==> config.mk <==
export PLATFORM = sky130hd
export DESIGN_NAME = result_streamer_flat
export DESIGN_NICKNAME = d
export VERILOG_FILES = /design/src/rtl/result_streamer_if.sv /design/src/rtl/result_streamer.sv /design/src/flat_wrapper.sv
export SDC_FILE = /design/constraint.sdc
export NUM_CORES = 2
export LEC_CHECK = 0
export ABC_CLOCK_PERIOD_IN_PS = 90300
export CORE_AREA = 4 4 460 462
export CTS_BUF_LIST = sky130_fd_sc_hd__clkbuf_8 sky130_fd_sc_hd__clkbuf_16
export CTS_CLUSTER_SIZE = 20
export DETAILED_ROUTE_END_ITERATION = 7
export DIE_AREA = 0 0 464 466
export GPL_ROUTABILITY_DRIVEN = 0
export HOLD_SLACK_MARGIN = 0.1
export PLACE_DENSITY = 0.41
export SLEW_MARGIN = 30
export SYNTH_ARGS = -nofsm -noshare
export SYNTH_HDL_FRONTEND = slang
export SYNTH_SLANG_ARGS = --single-unit
==> constraint.sdc <==
create_clock -name axi_clk -period 90.3 [get_ports axi_clk]
set_input_delay 22.575 -clock axi_clk [delete_from_list [all_inputs] [get_ports axi_clk]]
set_output_delay 22.575 -clock axi_clk [all_outputs]
set_load 0.02 [all_outputs]
==> src/rtl/result_streamer_if.sv <==
// AXI-Stream master bundle for the result streamer: data, valid, last, ready.
interface result_streamer_if #(
    parameter int DATA_WIDTH = 32
);
    logic [DATA_WIDTH-1:0] m_axis_data;
    logic                  m_axis_valid;
    logic                  m_axis_last;
    logic                  m_axis_ready;

    modport master (
        output m_axis_data,
        output m_axis_valid,
        output m_axis_last,
        input  m_axis_ready
    );

    modport slave (
        input  m_axis_data,
        input  m_axis_valid,
        input  m_axis_last,
        output m_axis_ready
    );
endinterface

==> src/rtl/result_streamer.sv <==
// Result streamer: snapshots the systolic array result on done and emits the
// active Neff x Neff sub-matrix row-major as one AXI-Stream frame.
module result_streamer #(
    parameter int DATA_WIDTH = 32,
    parameter int SIZE       = 6,
    parameter int ARRAY_SIZE = SIZE*SIZE
) (
    input  logic                             axi_clk,
    input  logic                             axi_rst,
    input  logic [3:0]                       N,
    input  logic                             done,
    input  logic [ARRAY_SIZE*DATA_WIDTH-1:0] C_matrix,
    result_streamer_if.master                m_axis,
    output logic                             busy,
    output logic                             overrun,
    output logic                             err_n
);

    localparam int IDX_W = (ARRAY_SIZE > 1) ? $clog2(ARRAY_SIZE) : 1;

    typedef enum logic {
        IDLE,
        STREAM
    } state_t;

    state_t                state;
    logic [DATA_WIDTH-1:0] snap [ARRAY_SIZE];
    logic [3:0]            neff;
    logic [3:0]            row;
    logic [3:0]            col;
    logic [3:0]            n_clamped;
    logic [3:0]            next_row;
    logic [3:0]            next_col;
    logic [IDX_W-1:0]      next_idx;
    logic                  next_last;
    logic                  capture;

    // Capture decision, clamped dimension and the position/element of the following beat.
    always_comb begin
        n_clamped = (N > 4'(SIZE)) ? 4'(SIZE) : N;
        capture   = (state == IDLE) && done && (N != '0);
        if (col == neff - 4'd1) begin
            next_col = '0;
            next_row = row + 4'd1;
        end else begin
            next_col = col + 4'd1;
            next_row = row;
        end
        // Snapshot keeps the physical SIZE stride, so index with SIZE, not Neff.
        next_idx  = IDX_W'(int'(next_row) * SIZE + int'(next_col));
        next_last = (next_row == neff - 4'd1) && (next_col == neff - 4'd1);
    end

    // Freeze the result bus when a frame is accepted.
    always_ff @(posedge axi_clk) begin
        if (!axi_rst && capture) begin
            for (int unsigned i = 0; i < ARRAY_SIZE; i++) begin
                snap[i] <= C_matrix[i*DATA_WIDTH +: DATA_WIDTH];
            end
        end
    end

    // Frame FSM with registered stream outputs and status pulses.
    always_ff @(posedge axi_clk) begin
        if (axi_rst) begin
            state               <= IDLE;
            neff                <= '0;
            row                 <= '0;
            col                 <= '0;
            busy                <= 1'b0;
            overrun             <= 1'b0;
            err_n               <= 1'b0;
            m_axis.m_axis_data  <= '0;
            m_axis.m_axis_valid <= 1'b0;
            m_axis.m_axis_last  <= 1'b0;
        end else begin
            overrun <= done && (state == STREAM);
            err_n   <= done && (state == IDLE) && (N == '0);
            case (state)
                IDLE: begin
                    if (capture) begin
                        state               <= STREAM;
                        busy                <= 1'b1;
                        neff                <= n_clamped;
                        row                 <= '0;
                        col                 <= '0;
                        // Element (0,0) comes straight off the bus so it is valid one cycle after done.
                        m_axis.m_axis_data  <= C_matrix[DATA_WIDTH-1:0];
                        m_axis.m_axis_valid <= 1'b1;
                        m_axis.m_axis_last  <= (n_clamped == 4'd1);
                    end
                end
                STREAM: begin
                    if (m_axis.m_axis_valid && m_axis.m_axis_ready) begin
                        if (m_axis.m_axis_last) begin
                            state               <= IDLE;
                            busy                <= 1'b0;
                            row                 <= '0;
                            col                 <= '0;
                            m_axis.m_axis_valid <= 1'b0;
                            m_axis.m_axis_last  <= 1'b0;
                        end else begin
                            row                 <= next_row;
                            col                 <= next_col;
                            m_axis.m_axis_data  <= snap[next_idx];
                            m_axis.m_axis_last  <= next_last;
                        end
                    end
                end
                default: state <= IDLE;
            endcase
        end
    end

endmodule

==> src/flat_wrapper.sv <==
// flat-port wrapper written by rule: the top's interface ports become plain ports
module result_streamer_flat 
#(
    parameter int DATA_WIDTH = 32,
    parameter int SIZE       = 6,
    parameter int ARRAY_SIZE = SIZE*SIZE
)
  (axi_clk, axi_rst, N, done, C_matrix, busy, overrun, err_n, m_axis_m_axis_data, m_axis_m_axis_valid, m_axis_m_axis_last, m_axis_m_axis_ready);
  result_streamer_if #(.DATA_WIDTH(DATA_WIDTH)) m_axis_i ();
  input  logic axi_clk;
  input  logic axi_rst;
  input  logic [3:0] N;
  input  logic done;
  input  logic [ARRAY_SIZE*DATA_WIDTH-1:0] C_matrix;
  output logic busy;
  output logic overrun;
  output logic err_n;
  output wire logic [$bits(m_axis_i.m_axis_data)-1:0] m_axis_m_axis_data;
  output wire logic [$bits(m_axis_i.m_axis_valid)-1:0] m_axis_m_axis_valid;
  output wire logic [$bits(m_axis_i.m_axis_last)-1:0] m_axis_m_axis_last;
  input wire logic [$bits(m_axis_i.m_axis_ready)-1:0] m_axis_m_axis_ready;
  assign m_axis_m_axis_data = m_axis_i.m_axis_data;
  assign m_axis_m_axis_valid = m_axis_i.m_axis_valid;
  assign m_axis_m_axis_last = m_axis_i.m_axis_last;
  assign m_axis_i.m_axis_ready = m_axis_m_axis_ready;
  result_streamer #(.DATA_WIDTH(DATA_WIDTH), .SIZE(SIZE), .ARRAY_SIZE(ARRAY_SIZE)) u_core (.axi_clk(axi_clk), .axi_rst(axi_rst), .N(N), .done(done), .C_matrix(C_matrix), .m_axis(m_axis_i), .busy(busy), .overrun(overrun), .err_n(err_n));
endmodule
==> results.md <==
* Clk_skew at 0.0332 ns
* Clock Root Buffer: clkbuf_16
* Hold WS at 0.542 ns
* DRC violations left at 0
* Initial cell density of the core at 0.227
* Power share of the sequential group at 0.467
* Worst Setup End Kind: register
* Proportion of layout cells with a drive suffix above 1 at 0.109
* Hpwl dp at 172000 microns
* Fin. Hold Viols at 0
* Site Rows at 167
* Switching Fraction at 0.246
* Die W at 464 microns
* RSZ-0062 raised after global routing: false
* Area after DPL at 62500 sq um
* TritonCTS Sinks at 1201
* Largest fanout on the critical path at 143
* FF-to-FF End: u_core.m_axis.m_axis_data[8]
* Post_cts resized at 0
* Max-Slew Margin vs Limit at 0.295
* Die area at 216000 sq um
* Cell area after synthesis at 47000 sq um
* Max-cap check violation count at 0
* Clk buf depth at 3
* Peak supply drop at 17.3 uV
* Router iterations before antenna repair at 5
* Crit Path Category: primary input to register
* Largest net degree at the start of global routing at 158
* Yosys reg bits at 1201
* Clk slew on worst S/H paths at 0.06 ns
* Power per cell area at 20.7 nW/um^2
* LEAKAGE at 21.6 nW
* Post-synthesis sequential area ratio at 0.757
* FILL cells at 20377
* Fin area at 67300 sq um
* Unique cell type count in the Yosys netlist at 65
* PnR worst setup slack at 62.19 ns
* I/O Buffers at 1196
* Final net count at 5142
* DIE HEIGHT at 466 microns
* Minimum clock period at 28.11 ns
* Storage element area at 35600 sq um
* WP data required at 90.68 ns
* Mapped Avg Cell Area at 17.1 sq um
* Clock buffer count from CTS at 146
* Slew Viols, Final at 0
* FMAX at 35.6 MHz
* Slew @ Worst Pin at 1.05 ns
* Pint at 0.00105 W
* Synth Instances at 2743
* Clk_lat worst skew at 0.79 ns
* Comb power frac at 0.117
* Primary FF master, synth: edfxtp_1
* Overall routing resource usage at 0.200
* Global route overflow at 0
* Hold path depth at 2
* Post-synth net total at 3913
* Worst Hold End: u_core.row[3]
* HP Start: u_core.row[3]
* Clock share of power at 0.416
* Vias per cell at 4.47
* Arrival @ worst endpoint at 28.49 ns
* TritonCTS clock tree: built
* Antenna viol nets, final at 0
* Final setup viols at 0
* Initial antenna violation count at 151
* # H-tree levels at 4
* Routed len/inst at 32.4 microns
* I/O pin count at 1197
* Flop-to-flop setup slack at 82.63 ns
* CTS Hold Bufs at 0
* Worst min path class: register to register
* Via count at 30946
* Worst reg2reg path depth at 17
* Most common library cell in the layout ignoring fill and taps: clkdlybuf4s50_1
* Area of the multi-input gates at 10800 sq um
* NetSw at 0.000344 W
* First-pass GRT wire length at 293000 microns
* Area Growth Syn to Fin at 43.1%
* # Post-CTS Setup Buffers at 0
* Vias in the first global route at 32232
* Pre-CTS setup slack at 61.31 ns
* Most frequent cells in the layout: clkdlybuf4s50_1 (1195), edfxtp_1 (1152), nand2_1 (325)
* EDFF count, synth at 1152
* Status: complete, no violations
* RR Startpoint: u_core.neff[0]
* Initial DRC Count at 2692
* Setup TNS at 0 ns
* Synth async-reset ratio at 0
* Core area at 207000 sq um
* Tcrit/Tclk final at 0.311
* Startpoint Class: primary input
* Total Wirelength at 224000 microns
* Yosys warning total at 0
==> power by group through the flow <==
stage	logic (W)	registers (W)	clock network, W
2_1_floorplan	0.0000583	0.000716	0
3_3_place_gp	0.000166	0.000664	0
3_5_place_dp	0.000167	0.000664	0
4_1_cts	0.000168	0.000652	0.000599
5_1_grt	0.000174	0.000654	0.000622
6_report	0.000163	0.000652	0.000580
==> worst max-delay path, cell delays in order <==
cell,delay [ns]
clkdlybuf4s50_1,0.59
or4_1,0.17
nand3b_1,0.32
nor2_4,0.22
buf_12,0.55
buf_4,0.76
buf_4,0.82
buf_4,0.62
buf_4,0.68
buf_4,0.84
==> metal layers <==
metal | GRT usage | vias to the layer above | wire [microns]
li1 | - | 13559 | -
met1 | 0.243 | 15509 | 89800
met2 | 0.340 | 1367 | 110000
met3 | 0.0753 | 401 | 19800
met4 | 0.0405 | 110 | 4530
met5 | 0 | - | 679
==> final cells by class <==
type / count / share of cell area
clock buffers: 149 / 0.0553
well taps: 2788 / 0.0519
multi-input cells: 1344 / 0.161
clock inverters: 118 / 0.0145
repair buffers: 1259 / 0.186
inverters: 20 / 0.00112
diodes: 40 / 0.00149
flip-flops and latches: 1201 / 0.529
==> stage by stage <==
stage               total power (W)  std cells  utilization
finish                      0.00140       6919        0.325
global route                0.00145       6892        0.324
CTS                         0.00142       6879        0.324
detailed placement         0.000831       6612        0.302
global placement           0.000830       6611        0.301
floorplan                  0.000774       2743            -
==> synth_stat cells, drive strengths merged, types with 31 or more instances <==
cell,number,area (sq um)
a211o,32,280
a221oi,49,473
a32o,39,390
buf,58,298
clkbuf,120,450
dfxtp,49,981
edfxtp,1152,34600
mux2i,151,1510
mux4,119,2680
nand2,326,1230
nand3,85,425
nor2,94,353
nor3,31,183
o21ai,93,465
o22ai,31,194
==> registers in the layout, indices dropped and copies added, names as in the netlist <==
| name | flops |
|---|---|
| u_core.neff | 4 |
| u_core.err_n | 1 |
| u_core.snap | 1152 |
| u_core.row | 4 |
| u_core.overrun | 1 |
| u_core.col | 4 |
| u_core.m_axis.m_axis_valid | 1 |
| u_core.m_axis.m_axis_data | 32 |
| u_core.m_axis.m_axis_last | 1 |
| u_core.state | 1 |
==> kinds of logic (layout without fill, tap and decap cells) <==
group                      Yosys count  after routing  synth area share
DFF                               1201           1201             0.757
and+or+nand+nor                    599            599            0.0555
other                                0             40                 0
AOI/OAI and AO/OA                  424            424            0.0686
adders and majority gates           10             10           0.00282
xor gates and xnor gates            18             18           0.00413
buffers and inverters              198           1546            0.0175
muxes                              293            293            0.0947
==> how the worst max path moves through the flow <==
stage | cells after the start | from | end
after floorplan | 4 | axi_rst | u_core.snap[0][0]
after global placement | 10 | N[2] | u_core.snap[30][3]
after detailed placement | 10 | N[2] | u_core.snap[29][3]
after CTS | 10 | N[2] | u_core.snap[26][14]
after global routing | 10 | N[3] | u_core.snap[31][17]
final | 10 | N[2] | u_core.snap[27][13]
Note: power is estimated with default switching activity, not from simulation.
==> variant (same settings) <==
`SIZE` is set to 6 in 2 places; all go to 5.
--- a/src/rtl/result_streamer.sv
+++ b/src/rtl/result_streamer.sv
@@ -2,7 +2,7 @@
 // active Neff x Neff sub-matrix row-major as one AXI-Stream frame.
 module result_streamer #(
     parameter int DATA_WIDTH = 32,
-    parameter int SIZE       = 6,
+    parameter int SIZE       = 5,
     parameter int ARRAY_SIZE = SIZE*SIZE
 ) (
     input  logic                             axi_clk,
--- a/src/flat_wrapper.sv
+++ b/src/flat_wrapper.sv
@@ -2,7 +2,7 @@
 module result_streamer_flat 
 #(
     parameter int DATA_WIDTH = 32,
-    parameter int SIZE       = 6,
+    parameter int SIZE       = 5,
     parameter int ARRAY_SIZE = SIZE*SIZE
 )
   (axi_clk, axi_rst, N, done, C_matrix, busy, overrun, err_n, m_axis_m_axis_data, m_axis_m_axis_valid, m_axis_m_axis_last, m_axis_m_axis_ready);
Ports: changed (resized C_matrix); port bits go from 1197 to 845. No check against the original RTL was run, so the function may have changed too.
==> variant against the original RTL <==
  * Routed wire length down 41%
  * Power down 30%
  * Sequential cell count down 352
  * Clock skew up 0.011 ns
  * Utilization down 9.1 points
  * Synthesized area down 30%
  * Register-to-register slack better by 0.56 ns
  * Setup slack worse by 0.083 ns
  * Design area down 28%
  * Clock power down 30%
  * Final cell count down 21%
  * Sequential share of layout area down 1.3 points
  * Largest cell class unchanged
==> variant: results <==
metrics = {
    "cts": {
        "htreeDepth": 3,
        "clock_latency_ns": 0.76,
        "cts_made_buffers": 103,
    },
    "placement": {
        "place_inst": 5209,
        "portBuffers": 844,
        "dpl.hpwl_mm": 99.2,
    },
    "logic_synthesis": {
        "ys_seq_area_frac": 0.756,
        "synthTopCellsByArea": "edfxtp_1 73%, mux4_2 13%, dfxtp_1 3.0%",
        "synth-xor-area-share": 0.00643,
        "postSynthCellCount": 1633,
        "synth_edf_count": 800,
        "synth_top_area_share": 0.727,
        "synth_common_cells": "800 x edfxtp_1, 192 x mux4_2, 71 x nand2_1",
        "synthAdderAreaFrac": 0.00537,
        "synth_compound_area_frac": 0.0415,
        "muxShareOfSynthArea": 0.151,
    },
    "critical_path": {
        "critPathMaxStageDelay_ns": 0.79,
        "arrival_ns": 28.54,
        "cp-startpoint": "done",
        "worst_r2r_path_depth": 19,
        "timing.rr.end": "u_core.m_axis.m_axis_data[6]$_SDFFE_PP0P_",
        "cp-endpoint": "u_core.snap[24][23]$_DFFE_PP_",
        "r2r_setup_slack_ns": 83.19,
    },
    "route": {
        "drt_iter0_drc": 1429,
        "wl_met1_mm": 51.6,
        "firstDrtPassIters": 6,
        "viasPerCell": 3.59,
        "route.met2.wl_mm": 64.8,
        "met3WireLength_mm": 12.2,
        "wl_mm": 133,
    },
    "timing": {
        "slew_headroom": 0.311,
        "fin_skew_ns": 0.0438,
    },
    "power_and_ir_drop": {
        "p_sw_frac": 0.239,
        "peakVddDrop_mv": 0.0147,
        "leakagePower_nw": 15.3,
    },
    "grt": {
        "grt_pass1_wl_mm": 179,
        "grt_pass1_vias": 21300,
        "grt_antenna_before_repair": 76,
        "use_met3": 0.0532,
        "grt_usage": 0.119,
        "grt_max_degree": 169,
    },
    "status": {
        "status": "finished clean",
    },
    "hold_path": {
        "min_to": "u_core.neff[3]$_SDFFE_PP0P_",
    },
    "layout": {
        "drive_above_1_share": 0.155,
        "reg_top3": "u_core.snap (800), u_core.m_axis.m_axis_data (32)",
    },
}
[variant: area by class of cell]
cell class	instances	share of cell area
antenna	28	0.00145
timing repair buffer	888	0.183
clock inverter	85	0.0131
tap	2788	0.0720
clock buffer	109	0.0549
multi-input combinational	677	0.159
inverter	8	0.000620
sequential	849	0.516
[variant: through the flow]
step	instance area (sq um)	setup WS (ns)	utilization	hold slack (ns)	total power, W
after global placement	45000	60.91	0.217	0.536	0.000578
after global routing	48400	61.81	0.234	0.564	0.00101
after floorplan	33100	32.00	-	0.495	0.000532
final	48500	62.10	0.234	0.534	0.000970
after detailed placement	45100	60.85	0.218	0.540	0.000579
after CTS	48300	61.71	0.233	0.548	0.000993
[variant: power groups by stage]
stage / clock (W) / combinational [W] / sequential [W]
after CTS: 0.000421 / 0.000112 / 0.000459
after global placement: 0 / 0.000112 / 0.000467
after detailed placement: 0 / 0.000112 / 0.000467
after floorplan: 0 / 0.0000435 / 0.000488
after global routing: 0.000438 / 0.000116 / 0.000460
final: 0.000404 / 0.000108 / 0.000458
